$ cat config.mk
export PLATFORM = sky130hd
export DESIGN_NAME = ejector_sink
export DESIGN_NICKNAME = d
export VERILOG_FILES = /design/src/rtl/ejector_sink.sv
export SDC_FILE = /design/constraint.sdc
export NUM_CORES = 1
export LEC_CHECK = 0
export ABC_AREA = 1
export BUFFER_PORTS_ARGS = -buffer_cell sky130_fd_sc_hd__buf_4
export CORE_MARGIN = 2
export CORE_UTILIZATION = 45
export DETAILED_ROUTE_END_ITERATION = 12
export PLACE_DENSITY = 0.6
export SETUP_SLACK_MARGIN = 0.3
export SYNTH_ARGS = -nofsm -noshare
export SYNTH_HDL_FRONTEND = slang
export SYNTH_SLANG_ARGS = --single-unit
$ cat constraint.sdc
create_clock -name clk -period 4 [get_ports clk]
set_input_delay 0 -clock clk [delete_from_list [all_inputs] [get_ports clk]]
set_output_delay 0 -clock clk [all_outputs]
set_load 0.05 [all_outputs]
$ cat src/rtl/ejector_sink.sv
// Receive end of the Req/Gnt/Full injector handshake: buffers packets in a small FIFO,
// drains them at a fixed rate and checks destination and PacketID sequence on every pop.
module ejector_sink #(
  parameter int               dataWidth   = 32,
  parameter int               dim         = 4,
  parameter logic [dim-1:0]   X_ID        = 4'b1_010,
  parameter logic [dim-1:0]   Y_ID        = 4'b1_100,
  parameter int               DEPTH       = 4,
  parameter int               DRAIN_DELAY = 2,
  parameter int               CNT_W       = 16
) (
  input  logic                 clk,
  input  logic                 reset,
  input  logic                 ReqUpStr,
  input  logic [dataWidth-1:0] PacketIn,
  output logic                 GntUpStr,
  output logic                 UpStrFull,
  output logic                 RxValid,
  output logic [dataWidth-1:0] RxPacket,
  output logic [CNT_W-1:0]     RxCount,
  output logic [CNT_W-1:0]     DstErrCount,
  output logic [CNT_W-1:0]     SeqErrCount
);

  localparam int AW    = (DEPTH > 1) ? $clog2(DEPTH) : 1;
  localparam int CW    = AW + 1;
  localparam int DW    = (DRAIN_DELAY > 0) ? $clog2(DRAIN_DELAY + 1) : 1;
  localparam int ID_HI = 15;
  localparam int ID_LO = 6;
  localparam int ID_W  = ID_HI - ID_LO + 1;

  localparam logic [CW-1:0] DEPTH_C = CW'(DEPTH);
  localparam logic [DW-1:0] DRAIN_C = DW'(DRAIN_DELAY);

  typedef enum logic [1:0] {
    S_IDLE  = 2'd0,
    S_GRANT = 2'd1,
    S_DROP  = 2'd2
  } state_t;

  state_t                 r_state;
  state_t                 w_next_state;
  logic                   r_gnt;
  logic                   w_gnt_next;

  logic [dataWidth-1:0]   r_mem [DEPTH];
  logic [AW-1:0]          r_wr_ptr;
  logic [AW-1:0]          r_rd_ptr;
  logic [CW-1:0]          r_count;
  logic [DW-1:0]          r_drain;

  logic                   r_rx_valid;
  logic [dataWidth-1:0]   r_rx_packet;
  logic [CNT_W-1:0]       r_rx_count;
  logic [CNT_W-1:0]       r_dst_err;
  logic [CNT_W-1:0]       r_seq_err;
  logic [ID_W-1:0]        r_exp_id;

  logic                   w_push;
  logic                   w_pop;
  logic [dataWidth-1:0]   w_head;
  logic [ID_W-1:0]        w_head_id;
  logic                   w_dst_err;
  logic                   w_seq_err;

  function automatic logic [CNT_W-1:0] sat_inc(input logic [CNT_W-1:0] v, input logic en);
    logic [CNT_W-1:0] r;
    if (en && (v != {CNT_W{1'b1}})) begin
      r = v + CNT_W'(1);
    end else begin
      r = v;
    end
    return r;
  endfunction

  // Push only from IDLE on the pre-edge count, so a same-edge pop never opens room at full.
  assign w_push    = (r_state == S_IDLE) && ReqUpStr && (r_count < DEPTH_C);
  assign w_pop     = (r_count != {CW{1'b0}}) && (r_drain == DRAIN_C);
  assign w_head    = r_mem[r_rd_ptr];
  assign w_head_id = w_head[ID_HI:ID_LO];
  assign w_dst_err = (w_head[dataWidth-1 -: dim] != X_ID) ||
                     (w_head[dataWidth-dim-1 -: dim] != Y_ID);
  assign w_seq_err = (w_head_id != r_exp_id);

  always_ff @(posedge clk or negedge reset) begin
    if (!reset) begin
      r_state <= S_IDLE;
      r_gnt   <= 1'b0;
    end else begin
      r_state <= w_next_state;
      r_gnt   <= w_gnt_next;
    end
  end

  always_comb begin
    w_next_state = r_state;
    w_gnt_next   = 1'b0;
    case (r_state)
      S_IDLE: begin
        if (w_push) begin
          w_next_state = S_GRANT;
          w_gnt_next   = 1'b1;
        end else begin
          w_next_state = S_IDLE;
        end
      end
      S_GRANT: begin
        w_next_state = S_DROP;
      end
      S_DROP: begin
        // Wait for upstream to drop Req so one request is never captured twice.
        if (!ReqUpStr) begin
          w_next_state = S_IDLE;
        end else begin
          w_next_state = S_DROP;
        end
      end
      default: begin
        w_next_state = S_IDLE;
      end
    endcase
  end

  always_ff @(posedge clk) begin
    if (w_push) begin
      r_mem[r_wr_ptr] <= PacketIn;
    end
  end

  always_ff @(posedge clk or negedge reset) begin
    if (!reset) begin
      r_wr_ptr <= {AW{1'b0}};
      r_rd_ptr <= {AW{1'b0}};
      r_count  <= {CW{1'b0}};
    end else begin
      if (w_push) begin
        r_wr_ptr <= r_wr_ptr + AW'(1);
      end
      if (w_pop) begin
        r_rd_ptr <= r_rd_ptr + AW'(1);
      end
      case ({w_push, w_pop})
        2'b10:   r_count <= r_count + CW'(1);
        2'b01:   r_count <= r_count - CW'(1);
        default: r_count <= r_count;
      endcase
    end
  end

  // Pacing counter: idles at zero while empty, restarts after every pop.
  always_ff @(posedge clk or negedge reset) begin
    if (!reset) begin
      r_drain <= {DW{1'b0}};
    end else if ((r_count == {CW{1'b0}}) || w_pop) begin
      r_drain <= {DW{1'b0}};
    end else begin
      r_drain <= r_drain + DW'(1);
    end
  end

  always_ff @(posedge clk or negedge reset) begin
    if (!reset) begin
      r_rx_valid  <= 1'b0;
      r_rx_packet <= {dataWidth{1'b0}};
      r_rx_count  <= {CNT_W{1'b0}};
      r_dst_err   <= {CNT_W{1'b0}};
      r_seq_err   <= {CNT_W{1'b0}};
      r_exp_id    <= ID_W'(1);
    end else begin
      r_rx_valid <= w_pop;
      if (w_pop) begin
        r_rx_packet <= w_head;
        r_rx_count  <= sat_inc(r_rx_count, 1'b1);
        r_dst_err   <= sat_inc(r_dst_err, w_dst_err);
        r_seq_err   <= sat_inc(r_seq_err, w_seq_err);
        r_exp_id    <= w_head_id + ID_W'(1);
      end
    end
  end

  assign GntUpStr    = r_gnt;
  assign UpStrFull   = (r_count == DEPTH_C);
  assign RxValid     = r_rx_valid;
  assign RxPacket    = r_rx_packet;
  assign RxCount     = r_rx_count;
  assign DstErrCount = r_dst_err;
  assign SeqErrCount = r_seq_err;

endmodule

==> key figures, run 1 <==
Floorplanning
  • Num ports: 118
  • Core area: 0.0219 mm2
  • Row count: 54
  • Initial core utilization: 46.0%
  • Total die area: 0.0236 mm2
  • Chip Height: 154 um
  • Die span in x: 154 um

Setup path
  • Data arrival time of the critical path: 3.14 ns
  • Worst Setup Path Type: flop to flop
  • Startpoint types: flop
  • Worst EP required: 4.47 ns
  • Critical Path End Type: flop
  • Crit Path Max Fanout: 68

Finish
  • Nets: 1175
  • FILL cells: 1892
  • Post-Layout Cell Count: 1428
  • Register area: 0.00640 mm2
  • Area Growth Syn to Fin: 23.1%
  • Area of the multi-input gates: 0.00315 mm2
  • Design area: 0.0124 mm2
  • Diodes inserted: 0
  • Share of cells above drive strength 1: 17.2%

Synth
  • XOR/XNOR share of the synthesized area: 4.00%
  • Synthesized cell area: 0.0101 mm2
  • Ys flop type: edfxtp_1
  • Synth top area cells: edfxtp_1, dfrtp_1, nand2_1, nor2_1, nand3_1
  • Synth warn: 0
  • Synth Area in Adders: 1.44%
  • Multiplexer share of the synthesized area: 0%
  • Ys async rst share: 44.3%
  • Mapped Cells: 979
  • Seq/Total Area, Yosys: 63.6%
  • Area fraction in and, or, nand and nor cells after synthesis: 20.5%
  • Post-synthesis area per instance: 10.3 um2
  • Post-Syn Nets: 1025
  • Synth cell count leaders: nand2_1, edfxtp_1, nor2_1
  • Compound-gate portion of the synthesized area: 5.14%
  • Most frequent cell after synthesis: nand2_1
  • Netlist cell types: 37
  • Synth top area share: 38.2%
  • Post-synthesis register bit count: 230
  • Area leader, netlist: edfxtp_1
  • Post-synth EDFFs: 128
  • Largest family of logic cells by synthesized area: simple AND/OR/NAND/NOR gates

Timing
  • Rel. slew slack: 47.3%
  • Setup_tns: 0 ns
  • Final setup viols: 0
  • Worst clock skew: 0.00860 ns
  • Fmax: 375 MHz
  • Max-slew violation count: 0
  • Final Hold Vio Count: 0
  • RSZ-0062 raised after global routing: no
  • Crit share post-route: 66.7%
  • Post-layout min period: 2.67 ns
  • Least-Margin Pin Slew: 0.790 ns

Power and ir drop
  • Leakage: 5.22 nW
  • Maximum VDD drop: 418 uV
  • P per Cell Area: 738 mW/mm2

Placed design
  • DP Area: 0.0112 mm2
  • Detailed Place HPWL: 13700 um
  • Final Wtd Congestion: 0.801
  • IO buf count: 117
  • Placed instance count: 1348

Drt
  • DR iter-0 viols: 440
  • Routed Antenna Nets: 0
  • Wl on met1: 10400 um
  • Routed wl met3: 1050 um
  • DR pass1 iterations: 4
  • DR vias: 7237
  • Vias/cell: 5.07
  • Routed WL: 22400 um
  • Met2 Wirelength: 10400 um
  • Max Used Layer: met4
  • Routed len/inst: 15.7 um
  • Drt drc: 0

CTS
  • Postcts setup bufs: 0
  • CTS clk-pin slew, worst paths: 0.06 ns
  • CTS Sinks: 230
  • Hold_buf cts: 34
  • Root Buffer: clkbuf_16
  • H-tree depth: 1
  • Num CTS Buffers: 25
  • Clk_lat worst skew: 0.53 ns
  • Max Root-Sink Buffers: 3
  • CTS resizes: 0
  • CTS tree: yes

Global route
  • First-pass GRT wire length: 36500 um
  • Vias in the first global route: 7001
  • Gr ovfl total: 0
  • Initial antenna violation count: 0
  • All-Layer GR Usage: 19.0%
  • Largest net degree at the start of global routing: 69

Status
  • Status: completed

Worst hold path
  • Worst hold path type: input port to async pin

Job
  • Max cap viols: 0
[layout by cell type, fill, tap and decap left out, types with 2 or more instances in the layout]
cell and count:
bufinv_16 3, clkbuf_8 7, nand2_2 4, buf_4 130, nor2_4 4, nor3b_1 2, nor4_1 6, inv_1 71
nor3_2 5, nor3_1 11, inv_2 4, nand2_1 231, clkbuf_1 6, o21ai_0 48, a31oi_1 15, o22ai_1 4
clkinv_2 3, nand3_2 5, dlygate4sd3_1 34, nand3_1 68, a21oi_1 8, ha_1 10, clkbuf_16 25, xnor2_1 13
edfxtp_1 128, o21ai_1 14, dfrtp_1 100, nand4_1 21, nor2_1 122, xor2_1 33
[power breakdown]
| part | internal (mW) | switching [mW] |
|---|---|---|
| Sequential | 2.99 | 0.284 |
| Clock | 1.48 | 0.924 |
| Combinational | 1.01 | 2.45 |
[logic make-up (layout without fill, tap and decap cells)]
group	count (synthesis)	in the layout
compound gates	94	94
flops	230	230
xor+xnor	46	46
simple gates	481	481
fa+ha+maj	11	11
buf+inv	117	286
[layout make-up]
cell class	instances	area share, %
clock buffers	38	6.01
clock inverters	8	1.08
inverters	76	2.32
multi-input cells	632	25.5
flip-flops and latches	230	51.7
well taps	280	2.83
repair buffers	164	10.6
[worst paths after layout]
check                                        start                    endpoint  slack [ns]  cells past startpoint
min in group clk                      PacketIn[24]      r_mem[0][24]$_DFFE_PP_        0.21                      2
max in group asynchronous                    reset     r_rd_ptr[0]$_DFFE_PN0P_        2.97                      3
hold / removal                               reset      RxCount[2]$_DFFE_PN0P_        0.09                      2
hold reg to reg               r_drain[0]$_DFF_PN0_        r_drain[0]$_DFF_PN0_        0.44                      1
setup / recovery           r_rd_ptr[0]$_DFFE_PN0P_  SeqErrCount[0]$_DFFE_PN0P_        1.33                     11
setup reg to reg           r_rd_ptr[0]$_DFFE_PN0P_  SeqErrCount[0]$_DFFE_PN0P_        1.33                     11
[per-layer routing]
metal | vias up | global-route usage [%]
met1 | 3455 | 26.8
met2 | 165 | 31.0
li1 | 3580 | -
met5 | - | 0
met3 | 37 | 2.71
met4 | 0 | 5.11
[through the flow]
step / total power, mW / hold slack, ns / utilization [%] / worst slack, ns
finish: 9.14 / 0.0870 / 56.6 / 1.33
global route: 9.73 / 0.165 / 56.6 / 1.02
CTS: 9.25 / 0.127 / 56.6 / 1.29
detailed placement: 6.79 / 0.140 / 51.0 / 1.33
global placement: 6.74 / 0.130 / 51.0 / 1.37
floorplan: 5.85 / -0.296 / - / 0.932
[critical path, cell delays in order, from the launching register on]
cell	delay, ns
dfrtp_2	0.38
buf_4	0.58
nand2_1	0.12
nand3_1	0.16
nand3_1	0.09
nand2_1	0.07
nand2_1	0.06
nor2_1	0.19
nand3_2	0.39
nand3_2	0.37
nand2_1	0.08
nand2_1	0.08
[state kept, by name, summed over array words and instances (netlist names)]
register,count
SeqErrCount,16
RxCount,16
DstErrCount,16
RxPacket,32
r_exp_id,10
r_count,3
r_drain,2
RxValid,1
r_mem,128
r_state,2
r_rd_ptr,2
r_wr_ptr,2
No activity file was read; power rests on OpenSTA's default activity.
==> run 2: changes to the inputs <==
Settings changed: ABC_AREA 1 to 0, PLACE_DENSITY 0.6 to 0.61.
Clock period 4 ns to 2.65 ns, I/O delays scaled along.
==> key figures, run 2 <==
Synth
  • Area leader, netlist: edfxtp_1
  • Netlist cell types: 44
  • Post-Syn Nets: 665
  • Synth top area cells: edfxtp_1, dfrtp_1, mux4_2, nand2_1, xnor2_1
  • Post-synthesis register bit count: 230
  • Ys flop type: edfxtp_1
  • Mapped Cells: 619
  • Synth top area share: 41.4%
  • Seq/Total Area, Yosys: 68.8%
  • Synth warn: 0
  • Post-synthesis area per instance: 15.0 um2
  • Post-synth EDFFs: 128
  • Ys async rst share: 44.3%
  • Synth cell count leaders: nand2_1, edfxtp_1, dfrtp_1
  • Most frequent cell after synthesis: nand2_1
  • Synthesized cell area: 0.00929 mm2

Timing
  • Final Hold Vio Count: 0
  • Max-slew violation count: 0
  • RSZ-0062 raised after global routing: yes
  • Post-layout min period: 2.39 ns
  • Rel. slew slack: 54.2%
  • Worst clock skew: 0.00999 ns
  • Final setup viols: 0
  • Setup_tns: 0 ns
  • Least-Margin Pin Slew: 0.687 ns
  • Fmax: 418 MHz
  • Crit share post-route: 90.2%

CTS
  • CTS Sinks: 230
  • CTS tree: yes
  • Clk_lat worst skew: 0.53 ns
  • H-tree depth: 1
  • CTS clk-pin slew, worst paths: 0.06 ns
  • Num CTS Buffers: 25
  • Max Root-Sink Buffers: 3
  • Root Buffer: clkbuf_16

Setup path
  • Worst Setup SP: r_rd_ptr[0]$_DFFE_PN0P_
  • Data arrival time of the critical path: 2.83 ns
  • R2R depth: 9
  • Worst-path cell chain: buf_12 -> mux4_2 -> xnor2_2 -> nand4_2 -> nor4_4 -> buf_4 -> buf_4 -> nor4_2 -> xor2_1
  • Max incr delay on CP: 0.58 ns
  • Crit path top cell by count: buf_4
  • Critical Path End Type: flop
  • Crit Path Max Fanout: 11
  • Worst Setup Path Type: flop to flop
  • Reg2reg setup slack: 0.26 ns
  • Worst path slowest cell: mux4_2
  • Critical R2R Launch: r_rd_ptr[0]$_DFFE_PN0P_
  • R2r endpoint: SeqErrCount[7]$_DFFE_PN0P_
  • Startpoint types: flop
  • Crit path capture: SeqErrCount[7]$_DFFE_PN0P_
  • Worst EP required: 3.09 ns

Power and ir drop
  • Leakage: 5.03 nW
  • Maximum VDD drop: 677 uV
  • P per Cell Area: 1160 mW/mm2

Global route
  • Vias in the first global route: 5708
  • Initial antenna violation count: 0
  • All-Layer GR Usage: 17.4%
  • Gr ovfl total: 0
  • Largest net degree at the start of global routing: 56
  • First-pass GRT wire length: 29900 um

Floorplanning
  • Num ports: 118
  • Row count: 52
  • Initial core utilization: 45.9%
  • Chip Height: 148 um
  • Total die area: 0.0218 mm2
  • Die span in x: 148 um
  • Core area: 0.0202 mm2

Finish
  • Most frequent cells in the layout: buf_4, nand2_1, edfxtp_1
  • FILL cells: 1561
  • Max reg flops: 128
  • Share of cells above drive strength 1: 31.4%
  • Design area: 0.0120 mm2
  • Diodes inserted: 0
  • Nets: 855
  • Commonest non-fill, non-tap cell in the layout: buf_4
  • Most flops, register: r_mem
  • Area Growth Syn to Fin: 29.6%

Placed design
  • IO buf count: 117
  • Detailed Place HPWL: 11700 um
  • DP Area: 0.0107 mm2
  • Final Wtd Congestion: 0.790

Worst hold path
  • Worst hold path type: input port to async pin

Drt
  • Routed Antenna Nets: 0
  • Routed len/inst: 17.1 um
  • DR vias: 5574
  • DR pass1 iterations: 4
  • Drt drc: 0
  • Routed WL: 18800 um
  • DR iter-0 viols: 295
  • Vias/cell: 5.08

Job
  • Max cap viols: 0

Status
  • Status: completed
==> run 2: changes by cell type in the layout (fill, tap and decap cells not counted), moves of 7 or more <==
cell and delta:
nor2_1 -114, nand2_1 -100, inv_1 -63, nand3_1 -49, o21ai_0 -41, mux4_2 +32, xnor2_1 +22, buf_4 +16
a31oi_1 -13, and3_1 +12, o21ai_1 -11, nand4_1 -9, xor2_1 -9, a21oi_1 -7
==> run 2: what timing repair did <==
item	in CTS	in global routing
pin swaps	2	3
endpoints found under the hold margin	177	0
resized for setup	9	2
hold buffers	34	0
endpoints found under the setup margin	31	27
buffers inserted	8	2
==> run 2: through the flow <==
step	instances	total power [mW]	utilization [%]	setup WS, ns	hold WS (ns)
4_1_cts	1095	14.2	59.4	0.248	0.0911
6_report	1097	14.0	59.5	0.258	0.0659
2_1_floorplan	619	8.63	-	0.235	-0.296
3_5_place_dp	1008	10.2	52.7	0.0885	0.0934
3_3_place_gp	1008	10.1	52.7	0.132	0.0854
5_1_grt	1097	14.8	59.5	0.134	0.140
==> run 2: worst min path at each step <==
stage / endpoint / slack (ns) / cells past startpoint
2_1_floorplan: DstErrCount[0]$_DFFE_PN0P_ / -0.30 / 0
3_3_place_gp: r_drain[0]$_DFF_PN0_ / 0.09 / 1
6_report: r_count[2]$_DFFE_PN0P_ / 0.07 / 2
4_1_cts: RxPacket[0]$_DFFE_PN0P_ / 0.09 / 2
3_5_place_dp: r_state[1]$_DFF_PN0_ / 0.09 / 1
5_1_grt: RxPacket[8]$_DFFE_PN0P_ / 0.14 / 2
==> run 2: logic make-up after synthesis <==
| group | count (synthesis) | synth area share (%) |
|---|---|---|
| flip-flops | 230 | 68.8 |
| AND/OR/NAND/NOR | 227 | 11.8 |
| XOR/XNOR | 66 | 6.38 |
| multiplexers | 37 | 8.47 |
| buffers and inverters | 30 | 1.51 |
| AO/OA/AOI/OAI | 18 | 1.43 |
| adder cells (fa/ha/maj) | 11 | 1.56 |
==> run 2: layer usage <==
metal	track usage (%)	wire, um	vias to the layer above
met1	23.0	8280	2805
met2	29.9	9320	122
met3	2.84	726	28
li1	-	-	2619
met5	0	0	-
met4	4.86	421	0
==> run 2: worst max-delay path: cells and delay by family (launching register included) <==
kind / cells / cell delay (ns)
XOR/XNOR: 2 / 0.37
buffers and inverters: 3 / 0.49
flip-flops: 1 / 0.41
multiplexers: 1 / 0.58
AND/OR/NAND/NOR: 3 / 0.46
==> run 2: power by group <==
group / leakage (nW) / total (mW) / internal, mW / switching [mW]
clock: 0.453 / 3.72 / 2.33 / 1.39
sequential: 2.47 / 5.08 / 4.58 / 0.500
combinational: 2.11 / 5.23 / 2.05 / 3.18
==> run 2: layout make-up <==
class,instances,area (um2),share of cell area [%]
sequential,230,6400,53.1
multi-input combinational,359,2850,23.7
inverter,9,33.8,0.280
clock inverter,13,184,1.53
timing repair buffer,184,1520,12.6
tap,270,338,2.80
clock buffer,32,723,6.00
==> run 3: changes to the inputs <==
Settings changed: CORE_MARGIN 2 to 4.
==> key figures, run 3 (synthesis results as in run 2) <==
Placed design
  • Detailed Place HPWL: 13000 um
  • IO buf count: 117
  • Final Wtd Congestion: 0.825

Floorplanning
  • Chip Height: 152 um
  • Core area: 0.0203 mm2
  • Die span in x: 152 um
  • Total die area: 0.0230 mm2
  • Row count: 52
  • Num ports: 118
  • Initial core utilization: 45.8%

Setup path
  • R2R depth: 7
  • Data arrival time of the critical path: 2.88 ns
  • Critical R2R Launch: r_rd_ptr[0]$_DFFE_PN0P_
  • Critical Path End Type: flop
  • Worst-path cell chain: buf_8 -> mux4_2 -> or4b_4 -> o21ai_4 -> buf_12 -> a31oi_4 -> mux2_4
  • Worst Setup Path Type: flop to flop
  • Worst EP required: 3.06 ns
  • R2r endpoint: DstErrCount[1]$_DFFE_PN0P_
  • Delay-heaviest family, CP: multiplexers
  • Reg2reg setup slack: 0.18 ns
  • Startpoint types: flop
  • Worst path slowest cell: or4b_4
  • Worst Path Buf+Inv: 2
  • Crit Path Max Fanout: 7
  • Max incr delay on CP: 0.60 ns

Timing
  • Crit share post-route: 93.2%
  • Setup_tns: 0 ns
  • RSZ-0062 raised after global routing: yes
  • Final Hold Vio Count: 0
  • Post-layout min period: 2.47 ns
  • Least-Margin Pin Slew: 0.938 ns
  • Fmax: 405 MHz
  • Rel. slew slack: 37.1%
  • Worst clock skew: 0.0106 ns
  • Max-slew violation count: 0
  • Final setup viols: 0

Finish
  • Share of cells above drive strength 1: 32.5%
  • Most flops, register: r_mem
  • Commonest non-fill, non-tap cell in the layout: buf_4
  • Nets: 865
  • Max reg flops: 128
  • Area Growth Syn to Fin: 30.9%
  • FILL cells: 1627
  • Core Util, Final: 59.9%
  • Most frequent cells in the layout: buf_4, nand2_1, edfxtp_1
  • Diodes inserted: 0

Drt
  • Vias/cell: 5.13
  • DR iter-0 viols: 309
  • DR vias: 5685
  • Routed Antenna Nets: 0
  • Drt drc: 0
  • Routed len/inst: 18.3 um
  • DR pass1 iterations: 4
  • Routed WL: 20300 um

Job
  • Max cap viols: 0

Global route
  • Initial antenna violation count: 0
  • Largest net degree at the start of global routing: 57
  • All-Layer GR Usage: 18.0%
  • Vias in the first global route: 5946
  • Gr ovfl total: 0
  • First-pass GRT wire length: 32300 um

Power and ir drop
  • Comb power frac: 38.9%
  • Sw frac: 37.1%
  • NetSw: 5.22 mW
  • Internal: 8.85 mW
  • P per Cell Area: 1160 mW/mm2
  • Clock share of power: 24.6%
  • Seq pwr share: 36.6%
  • Leakage: 5.06 nW
  • Maximum VDD drop: 768 uV

CTS
  • Num CTS Buffers: 25
  • CTS tree: yes
  • CTS Sinks: 230
  • CTS clk-pin slew, worst paths: 0.06 ns
  • Clk_lat worst skew: 0.52 ns
  • Max Root-Sink Buffers: 3
  • H-tree depth: 1
  • Root Buffer: clkbuf_16

Status
  • Status: completed

Worst hold path
  • Worst hold path type: input port to async pin
==> run 3: cell count changes in the layout (fill, tap and decap cells not counted), sizes merged <==
cell,before,now
clkinv,7,5
o31ai,1,2
clkbuf,32,37
buf,150,158
a31oi,3,4
bufinv,4,2
==> run 3: per-layer routing <==
| metal | GRT usage [%] | wire [um] | vias up |
|---|---|---|---|
| met1 | 24.9 | 8930 | 2850 |
| met3 | 2.68 | 999 | 34 |
| met4 | 4.85 | 454 | 0 |
| met5 | 0 | 0 | - |
| li1 | - | - | 2655 |
| met2 | 30.2 | 9880 | 146 |
==> run 3: repair_timing <==
item / 4_1_cts / 5_1_grt
endpoints found under the hold margin: 176 / 0
hold buffers: 34 / 0
pin swaps: 8 / 7
setup endpoints to repair: 37 / 32
resized for setup: 9 / 5
gates cloned: 2 / 0
setup buffers: 14 / 3
==> run 3: how the worst max path moves through the flow <==
stage | from | end | slack [ns] | depth (start not counted)
CTS | r_rd_ptr[0]$_DFFE_PN0P_ | DstErrCount[1]$_DFFE_PN0P_ | 0.15 | 7
global route | r_rd_ptr[0]$_DFFE_PN0P_ | SeqErrCount[14]$_DFFE_PN0P_ | 0.12 | 9
floorplan | r_rd_ptr[0]$_DFFE_PN0P_ | DstErrCount[1]$_DFFE_PN0P_ | 0.24 | 7
global placement | r_rd_ptr[0]$_DFFE_PN0P_ | DstErrCount[1]$_DFFE_PN0P_ | 0.05 | 6
detailed placement | r_rd_ptr[0]$_DFFE_PN0P_ | SeqErrCount[4]$_DFFE_PN0P_ | 0.04 | 8
finish | r_rd_ptr[0]$_DFFE_PN0P_ | DstErrCount[1]$_DFFE_PN0P_ | 0.18 | 7
==> run 3: cell type report <==
type                       instances  area (um2)  share of cell area, %
sequential                       230        6400                   52.6
multi-input combinational        361        2890                   23.8
timing repair buffer             192        1660                   13.6
clock buffer                      37         721                   5.93
tap                              270         338                   2.78
clock inverter                     9         114                  0.936
inverter                           9        33.8                  0.278
==> run 3: power groups by stage <==
stage / clock network (mW) / logic (mW) / registers (mW)
after floorplan: 0 / 2.40 / 6.23
after global placement: 0 / 5.07 / 5.13
after detailed placement: 0 / 5.15 / 5.15
after CTS: 3.55 / 5.48 / 5.14
after global routing: 3.72 / 5.93 / 5.23
final: 3.46 / 5.47 / 5.15
==> run 3: stage by stage <==
step	power, mW	hold WS (ns)	setup WS [ns]	instance area (um2)	std cells
detailed placement	10.3	0.0766	0.0434	10700	1009
floorplan	8.63	-0.296	0.235	9330	619
global placement	10.2	0.0687	0.0507	10700	1009
CTS	14.2	0.0851	0.152	12100	1105
finish	14.1	0.0652	0.181	12200	1108
global route	14.9	0.125	0.124	12200	1108
==> run 3: worst reg2reg max path: stages, from the launching register on <==
cell,delay (ns)
dfrtp_2,0.40
buf_8,0.15
mux4_2,0.52
or4b_4,0.60
o21ai_4,0.16
buf_12,0.14
a31oi_4,0.06
mux2_4,0.33
